<file path="src/rtl/d_cache_tag_ctrl.sv">
// d_cache_tag_ctrl: pipeline-side controller for the 64-set D-cache tag RAM.
// Ports: lookup req/resp (hit, victim valid/tag), refill install, flush walk
// control/status, tag RAM drive (addr/wdata/we) and read-back, hit/miss stats.
// Latency: lookup response two cycles after accept; refill 1 cycle; flush 64 cycles.
// Backpressure: req_ready/refill_ready low outside IDLE or while a flush is pending.
// Optional statistics counters are built only when D_CACHE_TAG_STAT_EN is defined.
module d_cache_tag_ctrl (
    input  logic        clk,
    input  logic        rst,
    input  logic        req_valid,
    output logic        req_ready,
    input  logic [63:0] req_addr,
    output logic        resp_valid,
    output logic        resp_hit,
    output logic        resp_victim_valid,
    output logic [54:0] resp_victim_tag,
    input  logic        refill_valid,
    output logic        refill_ready,
    input  logic [63:0] refill_addr,
    input  logic        flush_req,
    output logic        flush_busy,
    output logic        flush_done,
    output logic [5:0]  tag_addr_o,
    output logic [55:0] tag_wdata_o,
    output logic        tag_we_o,
    input  logic [54:0] tag_data_i,
    input  logic        tag_valid_i,
    output logic [31:0] hit_cnt,
    output logic [31:0] miss_cnt
);

    typedef enum logic [1:0] {
        ST_FLUSH  = 2'd0,
        ST_IDLE   = 2'd1,
        ST_LOOKUP = 2'd2
    } state_t;

    state_t      state;
    state_t      state_nxt;
    logic [5:0]  flush_cnt;
    logic        flush_pend;
    logic        flush_pend_eff;
    logic [54:0] lookup_tag;
    logic        lookup_hit;

    // Line offsets play no part in tag lookup.
    logic offset_unused;
    assign offset_unused = ^{req_addr[2:0], refill_addr[2:0]};

    // A pulse arriving this very cycle counts as pending so that an IDLE
    // cycle never accepts a refill or lookup alongside a new flush request.
    assign flush_pend_eff = flush_pend | flush_req;
    assign flush_busy     = (state == ST_FLUSH);
    assign lookup_hit     = tag_valid_i & (tag_data_i == lookup_tag);

    always_comb begin
        state_nxt    = state;
        req_ready    = 1'b0;
        refill_ready = 1'b0;
        tag_we_o     = 1'b0;
        tag_addr_o   = 6'd0;
        tag_wdata_o  = 56'd0;
        case (state)
            ST_FLUSH: begin
                tag_we_o   = 1'b1;
                tag_addr_o = flush_cnt;
                if (flush_cnt == 6'd63) begin
                    state_nxt = ST_IDLE;
                end
            end
            ST_IDLE: begin
                if (flush_pend_eff) begin
                    state_nxt = ST_FLUSH;
                end else if (refill_valid) begin
                    refill_ready = 1'b1;
                    tag_we_o     = 1'b1;
                    tag_addr_o   = refill_addr[8:3];
                    tag_wdata_o  = {1'b1, refill_addr[63:9]};
                end else begin
                    // Address is presented while idle so the RAM read is
                    // already under way on the accepting edge.
                    req_ready  = 1'b1;
                    tag_addr_o = req_addr[8:3];
                    if (req_valid) begin
                        state_nxt = ST_LOOKUP;
                    end
                end
            end
            ST_LOOKUP: begin
                state_nxt = ST_IDLE;
            end
            default: begin
                state_nxt = ST_FLUSH;
            end
        endcase
    end

    always_ff @(posedge clk or posedge rst) begin
        if (rst) begin
            state             <= ST_FLUSH;
            flush_cnt         <= 6'd0;
            flush_pend        <= 1'b0;
            flush_done        <= 1'b0;
            lookup_tag        <= 55'd0;
            resp_valid        <= 1'b0;
            resp_hit          <= 1'b0;
            resp_victim_valid <= 1'b0;
            resp_victim_tag   <= 55'd0;
        end else begin
            state      <= state_nxt;
            flush_done <= (state == ST_FLUSH) && (flush_cnt == 6'd63);
            // Wraps back to 0 after entry 63, ready for the next walk.
            if (state == ST_FLUSH) begin
                flush_cnt <= flush_cnt + 6'd1;
            end
            // Requests during a walk are absorbed by that walk.
            if ((state == ST_IDLE) && flush_pend_eff) begin
                flush_pend <= 1'b0;
            end else if ((state != ST_FLUSH) && flush_req) begin
                flush_pend <= 1'b1;
            end
            if (req_valid && req_ready) begin
                lookup_tag <= req_addr[63:9];
            end
            resp_valid <= (state == ST_LOOKUP);
            if (state == ST_LOOKUP) begin
                resp_hit          <= lookup_hit;
                resp_victim_valid <= tag_valid_i;
                resp_victim_tag   <= tag_data_i;
            end
        end
    end

`ifdef D_CACHE_TAG_STAT_EN
    always_ff @(posedge clk or posedge rst) begin
        if (rst) begin
            hit_cnt  <= 32'd0;
            miss_cnt <= 32'd0;
        end else if (resp_valid) begin
            if (resp_hit) begin
                hit_cnt <= hit_cnt + 32'd1;
            end else begin
                miss_cnt <= miss_cnt + 32'd1;
            end
        end
    end
`else
    assign hit_cnt  = 32'd0;
    assign miss_cnt = 32'd0;
`endif

endmodule

</file>
<file path="config.mk">
export PLATFORM = sky130hd
export DESIGN_NAME = d_cache_tag_ctrl
export DESIGN_NICKNAME = d
export VERILOG_FILES = /design/src/rtl/d_cache_tag_ctrl.sv
export SDC_FILE = /design/constraint.sdc
export NUM_CORES = 1
export LEC_CHECK = 0
export ABC_AREA = 1
export BUFFER_PORTS_ARGS = -buffer_cell sky130_fd_sc_hd__buf_2
export CELL_PAD_IN_SITES_DETAIL_PLACEMENT = 1
export CELL_PAD_IN_SITES_GLOBAL_PLACEMENT = 1
export CORE_MARGIN = 10
export CORE_UTILIZATION = 30
export CTS_BUF_LIST = sky130_fd_sc_hd__clkbuf_4 sky130_fd_sc_hd__clkbuf_8 sky130_fd_sc_hd__clkbuf_16
export DETAILED_ROUTE_END_ITERATION = 12
export GPL_ROUTABILITY_DRIVEN = 0
export HOLD_SLACK_MARGIN = 0.15
export PLACE_DENSITY_LB_ADDON = 0.1
export SYNTH_ARGS = -nofsm -noshare
export SYNTH_HDL_FRONTEND = slang
export SYNTH_SLANG_ARGS = --single-unit
</file>
<file path="constraint.sdc">
create_clock -name clk -period 7 [get_ports clk]
set_input_delay 1.05 -clock clk [delete_from_list [all_inputs] [get_ports clk]]
set_output_delay 1.05 -clock clk [all_outputs]
set_load 0.01 [all_outputs]
</file>
==> metrics <==
outcome=complete, no violations; core footprint=0.0226 mm^2; Vias/cell=4.14; Final Total Pwr=1.77 mW; input/output buffers=307; Worst EP arrival=3.02 ns; layout cell share with drive strength beyond 1=32.0%; setup violators final=0; first-pass GRT wire length=37.8 mm; critical path launch point type=input pin; Critical Path End Type=primary output; fmax=246 MHz; post-detail-place hpwl=20.3 mm; CTS Buffer Depth=2; Post-Synthesis Cells=932; Max Cap Viol=0; Post-CTS Hold Fix Bufs=0; vias=6348; DRC viols=0; Setup crit start=flush_req; Initial Utilization=30.5%; Placement Cell Area=0.00834 mm^2; initial antenna violation count=8; Crit Reg-Reg Startpoint=flush_pend; Register-to-Register Path Depth=7; PostCTS Resize Cnt=0; Distinct cells, synth=25; CTS tree=built; vias in the first global route=6637; Iter 0 DRT Violations=284; Std-Cell Rows=55; r2r endpoint=lookup_tag[45]; DRT antenna net count=0; maximum VDD drop=0.164 mV; final net count=1420; Final Hold Vio Count=0; Worst Max-Slew Pin Slew=0.997 ns; Post-CTS Setup Bufs=0; total CTS buffers=17; Tot GR Track Use=16.6%; Yosys warning total=0; setup TNS=0 ns; Hold WC Path Type=flip-flop to flip-flop; First-pass DRT Iterations=4; H-tree levels=4; Die Y-Extent=171 um; period utilisation layout=58.2%; unrepaired setup endpoints after global routing=no; area of the die=0.0294 mm^2; flop-to-flop setup slack=4.34 ns; largest net degree at the start of global routing=87; Min Clock Period, post-route=4.07 ns; Die W=171 um; worst path required time=5.95 ns; max-slew violation count=0; register bit total from synthesis=123; sequential area share after synthesis=44.7%; # IOs=378; clk slew on worst S/H paths=0.05 ns; Layout fillers=2940; clock sink count=123; Routed WL per cell=16.4 um; synthesized area=0.00688 mm^2; CP Class=input pin to primary output; leak pwr=5.35 nW; pwr dens=198 mW/mm^2; gr ovfl total=0; Avg Cell Area, Syn=7.38 um^2; final hold slack=0.466 ns; Slew HR=33.3%; Routed WL=25.1 mm; area grow syn2layout=29.8%; crit path capture=tag_addr_o[5]; clk_lat worst skew=0.42 ns; CTS root buf=clkbuf_16; worst-path fanout max=57; Layout Skew=0.00680 ns; post-route cell area=0.00893 mm^2
==> through the flow <==
| step | util [%] | std cells | worst slack, ns |
|---|---|---|---|
| 2_1_floorplan | - | 995 | 2.68 |
| 3_3_place_gp | 37.0 | 1496 | 2.87 |
| 3_5_place_dp | 37.0 | 1496 | 2.87 |
| 4_1_cts | 39.5 | 1528 | 2.87 |
| 5_1_grt | 39.6 | 1529 | 2.72 |
| 6_report | 39.6 | 1532 | 2.93 |
==> cells in the final DEF, fill, tap and decap left out <==
master      count
clkinv_2        6
xor2_1          6
inv_1         156
nor3_1          1
inv_4           1
dfrtp_1       123
o211ai_1        2
nand2_4         1
nor2_1         94
clkbuf_4        5
xnor2_1         8
nand2_2         5
buf_2         307
clkinvlp_4      1
nor3_4          1
nand2_1       333
ha_1            1
clkbuf_16      17
or2_4           1
clkbuf_8        2
diode_2         4
nor2_2          1
conb_1         64
o21ai_0        50
bufinv_16       2
nand3_1         7
buf_4           3
inv_6           1
o21ai_2        44
==> flip-flops by register name, summed over array words and instances (netlist names) <==
name,cells
lookup_tag,55
resp_victim_tag,55
flush_cnt,6
state,2
flush_done,1
flush_pend,1
resp_hit,1
resp_valid,1
resp_victim_valid,1
==> cells in the mapped netlist <==
| cell type | instances | area (um^2) |
|---|---|---|
| nand2_4 | 1 | 11.3 |
| nor3_4 | 1 | 16.3 |
| nor2_1 | 94 | 353 |
| xor2_1 | 6 | 52.6 |
| buf_8 | 1 | 15.0 |
| inv_2 | 1 | 3.75 |
| buf_1 | 1 | 3.75 |
| conb_1 | 1 | 3.75 |
| or2_4 | 1 | 8.76 |
| inv_1 | 158 | 593 |
| buf_6 | 12 | 135 |
| ha_1 | 1 | 12.5 |
| nor3_1 | 1 | 5.00 |
| nand2_1 | 334 | 1250 |
| buf_2 | 4 | 20.0 |
| nand3_1 | 7 | 35.0 |
| nor2_2 | 1 | 6.26 |
| clkbuf_1 | 11 | 41.3 |
| xnor2_1 | 8 | 70.1 |
| nand2_2 | 4 | 25.0 |
| dfrtp_1 | 123 | 3080 |
| o21ai_2 | 44 | 385 |
| o21ai_0 | 50 | 250 |
| buf_4 | 65 | 488 |
| o211ai_1 | 2 | 15.0 |
==> worst min path at each step <==
stage,start,to,slack [ns],cells after the start
2_1_floorplan,flush_pend,flush_pend,0.45,2
3_3_place_gp,resp_victim_tag[51],resp_victim_tag[51],0.45,2
3_5_place_dp,resp_victim_tag[49],resp_victim_tag[49],0.45,2
4_1_cts,resp_victim_tag[49],resp_victim_tag[49],0.47,2
5_1_grt,resp_victim_tag[40],resp_victim_tag[40],0.49,2
6_report,resp_victim_tag[49],resp_victim_tag[49],0.47,2
==> per-layer routing <==
| metal | vias up | wire [um] | track usage [%] |
|---|---|---|---|
| met4 | 12 | 350 | 4.91 |
| met3 | 32 | 2310 | 6.49 |
| met2 | 215 | 12400 | 28.8 |
| li1 | 3218 | - | - |
| met5 | - | 83 | 0 |
| met1 | 2871 | 9970 | 18.4 |
==> critical path, stage by stage <==
cell and delay (ns):
buf_2 0.10, or2_4 0.24, nor3_4 0.22, nand2_2 0.60, inv_1 0.44, nand2_1 0.10, o211ai_1 0.10, buf_2 0.17
==> power by group <==
group          internal, mW  switching [mW]  total, mW
sequential            0.723         0.00624      0.730
clock                 0.559           0.320      0.879
combinational        0.0636          0.0943      0.158
total                  1.35           0.420       1.77
==> area by class of cell <==
type / count / area, um^2 / area share, %
multi-input combinational: 619 / 2740 / 30.7
tap: 285 / 357 / 3.99
timing repair buffer: 310 / 1560 / 17.4
antenna: 4 / 10.0 / 0.112
clock buffer: 24 / 490 / 5.49
inverter: 159 / 606 / 6.78
clock inverter: 8 / 92.6 / 1.04
sequential: 123 / 3080 / 34.4
==> kinds of logic after synthesis <==
kind of cell               Yosys count  share of synthesized area [%]
DFF                                123                           44.7
AOI/OAI and AO/OA                   96                           9.45
adders and majority gates            1                          0.182
buffers and inverters              253                           18.9
other                                1                         0.0545
and+or+nand+nor                    444                           24.9
xor gates and xnor gates            14                           1.78
(Power assumes the default switching activity.)
